`src/rtl/parking_allocator.sv`:
```
// Four-spot parking lot entry controller: allocates the lowest free spot,
// runs the entry barrier for GATE_CYCLES cycles and tracks exits.
module parking_allocator #(
  parameter int unsigned GATE_CYCLES = 4
) (
  input  logic       clk,
  input  logic       rst_n,
  input  logic       entry_req,
  input  logic       exit_req,
  input  logic [1:0] exit_spot,
  output logic [3:0] occupancy,
  output logic [1:0] assigned_spot,
  output logic       entry_grant,
  output logic       entry_deny,
  output logic       gate_open,
  output logic       exit_err,
  output logic       full,
  output logic [1:0] dbg_state
);

  typedef enum logic [1:0] {
    IDLE  = 2'd0,
    GRANT = 2'd1,
    OPEN  = 2'd2,
    HOLD  = 2'd3
  } state_t;

  localparam logic [3:0] GATE_LOAD = 4'(GATE_CYCLES - 1);

  state_t     state_q, state_d;
  logic [3:0] occ_q, occ_d;
  logic [1:0] spot_q, spot_d;
  logic [3:0] gate_cnt_q, gate_cnt_d;
  logic [1:0] retry_q, retry_d;
  logic       grant_q, grant_d;
  logic       deny_q, deny_d;
  logic       gate_q, gate_d;
  logic       err_q, err_d;
  logic [1:0] free_idx;
  logic [3:0] alloc_mask;
  logic [3:0] free_mask;

  assign full = (occ_q == 4'b1111);

  always_comb begin
    if (!occ_q[0])      free_idx = 2'd0;
    else if (!occ_q[1]) free_idx = 2'd1;
    else if (!occ_q[2]) free_idx = 2'd2;
    else                free_idx = 2'd3;
  end

  always_comb begin
    state_d    = state_q;
    spot_d     = spot_q;
    gate_cnt_d = gate_cnt_q;
    retry_d    = 2'd0;
    grant_d    = 1'b0;
    deny_d     = 1'b0;
    err_d      = 1'b0;
    alloc_mask = 4'b0000;
    free_mask  = 4'b0000;

    case (state_q)
      IDLE: begin
        if (entry_req) begin
          if (full) begin
            // Deny on the first refused sample, then once every 4 cycles.
            retry_d = retry_q + 2'd1;
            deny_d  = (retry_q == 2'd0);
          end else begin
            state_d    = GRANT;
            grant_d    = 1'b1;
            spot_d     = free_idx;
            alloc_mask = 4'b0001 << free_idx;
          end
        end
      end
      GRANT: begin
        state_d    = OPEN;
        gate_cnt_d = GATE_LOAD;
      end
      OPEN: begin
        if (gate_cnt_q == 4'd0) state_d = HOLD;
        else                    gate_cnt_d = gate_cnt_q - 4'd1;
      end
      HOLD: begin
        if (!entry_req) state_d = IDLE;
      end
      default: state_d = IDLE;
    endcase

    // exit_req is a single-cycle pulse qualifying exit_spot; accepted in every state.
    if (exit_req) begin
      if (occ_q[exit_spot]) free_mask[exit_spot] = 1'b1;
      else                  err_d = 1'b1;
    end

    occ_d  = (occ_q | alloc_mask) & ~free_mask;
    gate_d = (state_d == OPEN);
  end

  always_ff @(posedge clk or negedge rst_n) begin
    if (!rst_n) begin
      state_q    <= IDLE;
      occ_q      <= 4'b0000;
      spot_q     <= 2'b00;
      gate_cnt_q <= 4'd0;
      retry_q    <= 2'd0;
      grant_q    <= 1'b0;
      deny_q     <= 1'b0;
      gate_q     <= 1'b0;
      err_q      <= 1'b0;
    end else begin
      state_q    <= state_d;
      occ_q      <= occ_d;
      spot_q     <= spot_d;
      gate_cnt_q <= gate_cnt_d;
      retry_q    <= retry_d;
      grant_q    <= grant_d;
      deny_q     <= deny_d;
      gate_q     <= gate_d;
      err_q      <= err_d;
    end
  end

  assign occupancy     = occ_q;
  assign assigned_spot = spot_q;
  assign entry_grant   = grant_q;
  assign entry_deny    = deny_q;
  assign gate_open     = gate_q;
  assign exit_err      = err_q;
  assign dbg_state     = state_q;

endmodule

```
`config.mk`:
```
export PLATFORM = sky130hd
export DESIGN_NAME = parking_allocator
export DESIGN_NICKNAME = d
export VERILOG_FILES = /design/src/rtl/parking_allocator.sv
export SDC_FILE = /design/constraint.sdc
export NUM_CORES = 1
export LEC_CHECK = 0
export BUFFER_PORTS_ARGS = -buffer_cell sky130_fd_sc_hd__clkbuf_2
export CAP_MARGIN = 20
export CORE_MARGIN = 3
export CORE_UTILIZATION = 50
export DETAILED_ROUTE_END_ITERATION = 10
export PLACE_DENSITY = 0.82
export SYNTH_ARGS = -nofsm -noshare
export SYNTH_HDL_FRONTEND = slang
export SYNTH_SLANG_ARGS = --single-unit
```
`constraint.sdc`:
```
create_clock -name clk -period 1.7 [get_ports clk]
set_clock_uncertainty 0.15 [all_clocks]
set_input_delay 0.34 -clock clk [delete_from_list [all_inputs] [get_ports clk]]
set_output_delay 0.34 -clock clk [all_outputs]
set_load 0.01 [all_outputs]
```
After elaboration in Yosys (flattened, before gate mapping)
Index checks and enable logic that the tools add are counted.
{"block": "op_classes", "add_sub_neg": 2, "magnitude_cmp": 2, "eq_ne": 6, "shift": 1, "n_mux": 30, "bitwise": 4, "n_reduce_logical": 7}
{"op": "$mux 4", "n": 6}
{"op": "$mux 2", "n": 9}
{"op": "$mux 1", "n": 11}
{"op": "$pmux 2 s4", "n": 1}
{"op": "$pmux 4 s2", "n": 1}
{"op": "$eq 2x2->1 const B", "n": 3}
{"op": "$and 4x4->4", "n": 1}
{"op": "$eq 4x4->1 const B", "n": 1}
{"op": "$logic_not 2->1", "n": 2}
{"op": "$logic_not 4->1", "n": 1}
{"op": "$not 4->4", "n": 1}
{"op": "$or 4x4->4", "n": 1}
{"op": "$shl 1x2->4 const A", "n": 1}
{"op": "$sub 4x1->4 const B", "n": 1}
{"op": "$lt 2x3->1 const B", "n": 1}
{"op": "$reduce_and 3->1", "n": 1}
{"op": "$add 2x1->2 const B", "n": 1}
{"op": "$bmux 1 s2", "n": 1}
{"op": "$demux 1 s2", "n": 1}
{"op": "$eq 2x1->1 const B", "n": 1}
{"op": "$ge 2x1->1 const B", "n": 1}
{"op": "$ne 2x2->1 const B", "n": 1}
{"op": "$reduce_and 2->1", "n": 1}
{"op": "$reduce_bool 2->1", "n": 1}
{"op": "other kinds (2)", "n": 2}
{"block": "totals", "regBits": 18, "wordCells": 61}

Logic depth before layout (Yosys ltp)
Gate-level depths: netlist of the first run.
{"block": "logic_depth", "ltp_word": 9, "ltp_mapped": 5}

Least setup slack after synthesis of the first run
Ideal clock, no wire load.
{"block": "synth_timing", "kind": "flip-flop to flip-flop", "startpoint": "register gate_cnt_q[0]", "endpoint": "register gate_cnt_q[0]", "setup_ps": 65, "arrival_ps": 1334, "setup_slack_ps": 152, "path_stages_with_launch": 6, "n_path_buf": 0, "period_less_slack_ps": 1548, "path_cell_list": "dfrtp_1 > inv_1 > ha_1 > or3b_4 > a32oi_1 > o21a_1"}
{"block": "synth_between", "elab_chain_len": 3}
{"item": "start: declaration", "line": "33", "text": "logic [3:0] gate_cnt_q, gate_cnt_d;"}
{"item": "start signal: assignment", "line": "117", "text": "gate_cnt_q <= gate_cnt_d;"}
{"item": "$sub 4x1->4 or $logic_not 4->1 (tied branches)", "line": "84, 83"}
{"item": "$mux 4 or $ne 2x2->1 (tied branches)"}
{"item": "$pmux 4 s2 or $reduce_and 2->1 (tied branches)"}
Several ways; a longest one is shown, not always the timed one. The select of a mux whose other input is x is not followed.
A chain may end at the register's enable or synchronous reset.

Worst setup path in the final report of the first run
{"block": "layout_timing", "startpoint": "register occ_q[0] (netlist: occupancy[0])", "endpoint": "output full"}
{"block": "layout_between", "elab_chain_len": 1}
{"item": "start: declaration", "line": "31", "text": "logic [3:0] occ_q, occ_d;"}
{"item": "start signal: assignment", "line": "105", "text": "occ_q <= 4'b0000;"}
{"item": "start signal: assignment", "line": "115", "text": "occ_q <= occ_d;"}
{"item": "$eq 4x4->1", "line": "43", "text": "assign full = (occ_q == 4'b1111);"}
{"item": "end: declaration", "line": "17", "text": "output logic full,"}
No other way between the ends.

==> qor.csv, run 1 <==
stage,metric,value,unit
sta,min_period,1.62,ns
min_path,hp-class,in2reg,
die,dieHeight,48.9,µm
final_layout,syn_to_final_growth,21.1,%
final_layout,fillers,133,
min_path,min_path_cells,2,
routing,drt_iter0_drc,20,
sta,fin_ws,0.0811,ns
clock_tree,insertion_delay,0.29,ns
die,core_region_area,1610,µm²
placement,place_congestion,0.735,
synth,netlist_area,921,µm²
clock_tree,cts_buffers,3,
synth,yosysSeqAreaShare,0.489,
power_and_ir_drop,p_leak,0.556,nW
placement,numPortBuffers,18,
routing,final_antenna_net_count,0,
clock_tree,clk_pin_slew_worst_paths,0.10,ns
routing,vias_per_cell,5.40,
synth,syn_inst,85,
critical_path,end_kind,output pin,
synth,syn_avg_cell_area,10.8,µm²
sta,hold_viol,0,
critical_path,worstPathRequired,1.21,ns
critical_path,critPathArrivalTime,1.13,ns
power_and_ir_drop,p_int,0.00114,W
die,start_util,0.571,
power_and_ir_drop,switching_share,0.392,
critical_path,path_class,reg2out,
routing,vias,729,
sta,rsz0062_at_grt,no,
min_path,hold_start,exit_req,
critical_path,r2r_slack,0.09,ns
sta,hold_slack,0.163,ns
sta,fin_crit_sh,0.952,
global_routing,grt_pass1_wl,2940,µm
global_routing,antenna_found_initial,0,
sta,slew_violations,0,
critical_path,r2r_end,gate_cnt_q[0]$_DFFE_PN0P_,
min_path,hold_end,occupancy[3]$_DFF_PN0_,
clock_tree,h-tree-depth,1,
synth,synth_nets,94,
power_and_ir_drop,power-per-cell-area,1690,nW/µm²
placement,dp_hpwl,1300,µm
final_layout,design_area,1110,µm²
synth,synth-seq-cells,18,
sta,tns,0,ns
global_routing,grt_max_degree,19,
critical_path,r2r-start,gate_cnt_q[0]$_DFFE_PN0P_,
clock_tree,cts_buffer_depth,2,
routing,drc,0,
critical_path,r2r_cells,5,
routing,wl_per_cell,12.6,µm
critical_path,cp-start-kind,flip-flop,
power_and_ir_drop,peakVddDrop,0.911,mV
power_and_ir_drop,p_comb_frac,0.469,
sta,fmax,0.618,GHz
clock_tree,clkSinkCount,18,
placement,preCtsSetupSlack,0.0843,ns
power_and_ir_drop,power.share.clock,0.139,
routing,routedLengthMet1,775,µm
final_layout,register_area,453,µm²
power_and_ir_drop,p_sw,0.000736,W
global_routing,grt_pass1_vias,685,
routing,routed.top_layer,met4,
synth,ys_types,30,
final_layout,drive_gt1_frac,0.378,
global_routing,track_usage,0.155,
final_layout,antenna_cells,0,
clock_tree,cts_tree,built,
critical_path,crit_fanout,7,
sta,setup_viol,0,
routing,route.met3.wl,102,µm
synth,synth_warnings,0,
power_and_ir_drop,p_seq_frac,0.392,
sta,worst_pin_slew,0.428,ns
global_routing,grt-ovfl-total,0,
die,rows,14,
run_status,status,"finished, final reports clean",
placement,post_dp_cell_area,1060,µm²
die,die_w,48.9,µm
routing,wl_met2,812,µm
die,dieArea,2390,µm²
routing,drt-total-wl,1700,µm
die,io_pins,19,
final_layout,nets,121,
final_layout,multiInputGateArea,413,µm²
clock_tree,root_buffer,clkbuf_4,
sta,max_slew_margin,0.714,
routing,detail_route.first_pass.iterations,5,
job,drv_cap,0,
## registers in the layout, indices dropped and copies added (netlist names)
name and cells:
exit_err 1, gate_cnt_q 4, entry_grant 1, assigned_spot 2
entry_deny 1, retry_q 2, dbg_state 2, occupancy 4
gate_open 1
## routing by layer
layer	vias up	GRT usage
met4	0	0.0427
met5	-	0
met2	28	0.258
met3	4	0.0428
li1	359	-
met1	338	0.196
## power by group through the flow
stage	clock network [W]	registers, W	logic (W)
after floorplan	0	0.000787	0.000526
after global placement	0	0.000724	0.000848
after detailed placement	0	0.000732	0.000877
after CTS	0.000267	0.000725	0.000879
after global routing	0.000291	0.000766	0.000967
final	0.000262	0.000737	0.000881
## worst max-delay path: stages, from the launching register on
cell and delay [ns]:
dfrtp_2 0.45, and4_4 0.27, clkbuf_2 0.13
## repair_timing
item | 4_1_cts | 5_1_grt
resized for setup | 1 | 4
gates cloned | 0 | 0
setup buffers | 0 | 0
endpoints found under the setup margin | 1 | 4
hold endpoints to repair | 18 | 0
hold buffers | 1 | 0
## area by class of cell
cell class | instances | area share
well taps | 24 | 0.0269
flip-flops and latches | 18 | 0.406
clock buffers | 4 | 0.0325
inverters | 10 | 0.0337
repair buffers | 25 | 0.130
multi-input cells | 54 | 0.370
## per-stage QoR
stage               total power [W]  std cells  utilization
floorplan                   0.00131         85            -
global placement            0.00157        130        0.657
detailed placement          0.00161        130        0.657
CTS                         0.00187        135        0.686
global route                0.00202        135        0.692
finish                      0.00188        135        0.692
## cells by family after synthesis
group           Yosys count  share of synthesized area
buf+inv                  13                     0.0706
fa+ha+maj                 3                     0.0408
simple gates             30                      0.202
mux                       3                     0.0462
compound gates           18                      0.151
flops                    18                      0.489
## cell usage in the layout, fill, tap and decap left out, drive strengths merged
cell type,count
nor3b,2
o21a,1
mux2i,2
a31oi,5
a211o,1
o22ai,1
nand3,4
mux4,1
a32oi,1
nor3,1
dfrtp,18
nor4,2
clkbuf,22
and2,1
nor2b,3
and4,1
dlygate4sd3,1
a41oi,3
nand2b,1
and3,3
ha,3
nor2,6
o22a,1
or3b,1
inv,10
nand2,5
buf,6
o21ai,3
a21oi,2
## worst max-delay path by stage
stage                     cells after the start                         to                 startpoint
after floorplan                               5  gate_cnt_q[0]$_DFFE_PN0P_  gate_cnt_q[0]$_DFFE_PN0P_
after detailed placement                      5  gate_cnt_q[1]$_DFFE_PN0P_  gate_cnt_q[0]$_DFFE_PN0P_
after global placement                        5  gate_cnt_q[0]$_DFFE_PN0P_  gate_cnt_q[0]$_DFFE_PN0P_
after CTS                                     2                       full     occupancy[2]$_DFF_PN0_
after global routing                          5  gate_cnt_q[1]$_DFFE_PN0P_  gate_cnt_q[0]$_DFFE_PN0P_
final                                         2                       full     occupancy[0]$_DFF_PN0_
## Yosys cell counts (all sizes together)
library cell   n  area share
dfrtp         18        0.49
inv           10       0.041
nor2           6       0.024
a31oi          5       0.034
nand2          5       0.020
nand3          4       0.022
a41oi          3       0.045
and3           3       0.024
buf            3       0.030
ha             3       0.041
nor2b          3       0.020
o21ai          3       0.016
a21oi          2       0.011
mux2i          2       0.022
nor3b          2       0.029
nor4           2       0.014
a211o          1      0.0095
a32oi          1      0.0095
and2           1      0.0068
and4           1      0.0095
mux4           1       0.024
nand2b         1       0.015
nor3           1      0.0054
o21a           1      0.0082
o22a           1       0.011
o22ai          1      0.0068
or3b           1       0.012
No activity file was read; power rests on OpenSTA's default activity.
==> run 2: changes to the inputs <==
- PLACE_DENSITY: 0.82 -> 0.8
==> qor.csv, run 2 (synthesis gave the netlist of run 1 again) <==
stage,metric,value,unit,change
die,die_w,48.9,µm,unchanged
power_and_ir_drop,peakVddDrop,0.968,mV,+6.3%
clock_tree,clk_pin_slew_worst_paths,0.11,ns,about the same
sta,hold_viol,0,,unchanged
global_routing,grt_max_degree,19,,unchanged
final_layout,antenna_cells,0,,unchanged
routing,drt-total-wl,1910,µm,+12%
final_layout,finalNonFillerCells,139,,+3.0%
placement,numPortBuffers,18,,unchanged
sta,min_period,1.65,ns,+0.0263 ns
sta,fin_crit_sh,0.968,,+0.0154
final_layout,fillers,124,,-6.8%
sta,fmax,0.608,GHz,-1.6%
critical_path,critPathArrivalTime,1.16,ns,+0.03 ns
global_routing,grt_pass1_vias,716,,+4.5%
critical_path,critPathBufInv,1,,unchanged
placement,place_congestion,0.723,,-1.6%
sta,setup_viol,0,,unchanged
clock_tree,insertion_delay,0.30,ns,about the same
die,core_region_area,1610,µm²,unchanged
final_layout,drive_gt1_frac,0.435,,+0.0564
routing,drc,0,,unchanged
die,dieArea,2390,µm²,unchanged
placement,placedCellCount,130,,unchanged
clock_tree,root_buffer,clkbuf_4,,
clock_tree,cts_buffers,3,,unchanged
critical_path,worstPathRequired,1.21,ns,about the same
global_routing,antenna_found_initial,0,,unchanged
critical_path,crit_fanout,5,,-2
critical_path,max_stage_delay,0.45,ns,about the same
routing,vias,780,,+7.0%
run_status,status,"finished, final reports clean",,
placement,dp_hpwl,1360,µm,+4.5%
final_layout,nets,125,,+3.3%
final_layout,register_area,454,µm²,+0.28%
clock_tree,cts_tree,built,,
die,io_pins,19,,unchanged
power_and_ir_drop,power-per-cell-area,1730,nW/µm²,+2.3%
final_layout,final_common_cell,clkbuf_2,,
global_routing,grt_pass1_wl,3240,µm,+10%
final_layout,final_cell_mix,"18 x clkbuf_2, 15 x dfrtp_1, 10 x buf_4",,
final_layout,syn_to_final_growth,25.4,%,
die,dieHeight,48.9,µm,unchanged
routing,wl_per_cell,13.8,µm,+9.1%
critical_path,end_kind,output pin,,
power_and_ir_drop,p_leak,0.572,nW,+2.9%
global_routing,grt-ovfl-total,0,,unchanged
routing,drt_iter0_drc,27,,+35%
routing,vias_per_cell,5.61,,+3.9%
critical_path,cpLargestDelayFamily,flip-flops,,
sta,hold_slack,0.165,ns,+0.00196 ns
routing,detail_route.first_pass.iterations,4,,-1
sta,worst_pin_slew,0.440,ns,+0.0114 ns
die,rows,14,,unchanged
job,drv_cap,0,,unchanged
die,start_util,0.571,,unchanged
critical_path,path_class,reg2out,,
sta,max_slew_margin,0.707,,-0.00760
routing,final_antenna_net_count,0,,unchanged
clock_tree,cts_buffer_depth,2,,unchanged
critical_path,crit_path_top_delay_cell,dfrtp_2,,
clock_tree,h-tree-depth,1,,unchanged
global_routing,track_usage,0.172,,+0.0169
final_layout,multiInputGateArea,422,µm²,+2.1%
critical_path,cp_cell_sequence,"and4_2, clkbuf_2",,
critical_path,cp-start-kind,flip-flop,,
sta,slew_violations,0,,unchanged
min_path,hp-class,in2reg,,
clock_tree,clkSinkCount,18,,unchanged
## run 2: cell types whose count changed in the layout (fill, tap and decap cells not counted), sizes merged
cell  change
buf       +4
## run 2: layer usage
metal | track usage | wire length (µm)
met5 | 0 | 0
met4 | 0.0711 | 29
met3 | 0.0306 | 86
met2 | 0.290 | 925
met1 | 0.215 | 872
## run 2: per-stage QoR
step	power [W]	worst slack [ns]	setup TNS (ns)	util	instance area [µm²]
3_5_place_dp	0.00162	0.0846	0	0.657	1060
6_report	0.00199	0.0548	0	0.717	1150
3_3_place_gp	0.00157	0.141	0	0.657	1060
5_1_grt	0.00215	-0.00633	-0.00633	0.717	1150
4_1_cts	0.00191	0.00321	0	0.691	1110
2_1_floorplan	0.00131	0.152	0	-	921
## run 2: worst reg2reg max path: cells and delay by family (launching register included)
kind	cells	cell delay, ns
AO/OA/AOI/OAI	2	0.35
AND/OR/NAND/NOR	1	0.40
buffers and inverters	1	0.08
flip-flops	1	0.40
adder cells (fa/ha/maj)	1	0.19
## run 2: power breakdown
group          total, W  leakage, nW  internal (W)  switching (W)
clock network  0.000272       0.0210      0.000130       0.000141
registers      0.000722        0.221      0.000588       0.000134
logic          0.000998        0.330      0.000493       0.000505
total           0.00199        0.572       0.00121       0.000781
## run 2: path summary, 6_finish.rpt
| check | to | depth (start not counted) | from | slack, ns |
|---|---|---|---|---|
| worst max register to register | gate_cnt_q[0]$_DFFE_PN0P_ | 5 | gate_cnt_q[0]$_DFFE_PN0P_ | 0.08 |
| worst min register to register | assigned_spot[1]$_DFFE_PN0P_ | 2 | assigned_spot[1]$_DFFE_PN0P_ | 0.37 |
| worst min-delay path | exit_err$_DFF_PN0_ | 2 | exit_req | 0.17 |
| min in group asynchronous | assigned_spot[1]$_DFFE_PN0P_ | 2 | rst_n | 0.35 |
| worst max-delay path | full | 2 | occupancy[0]$_DFF_PN0_ | 0.05 |
| max in group asynchronous | occupancy[3]$_DFF_PN0_ | 2 | rst_n | 0.73 |
## run 2: layout make-up
class | instances | share of cell area
well taps | 24 | 0.0260
multi-input cells | 54 | 0.365
inverters | 10 | 0.0325
repair buffers | 29 | 0.152
clock buffers | 4 | 0.0314
flip-flops and latches | 18 | 0.393
## run 2: timing repair
action	CTS	global route
endpoints found under the setup margin	1	4
pin swaps	0	0
hold endpoints to repair	18	0
resized for setup	1	7
setup buffers	1	3
hold buffers	1	0
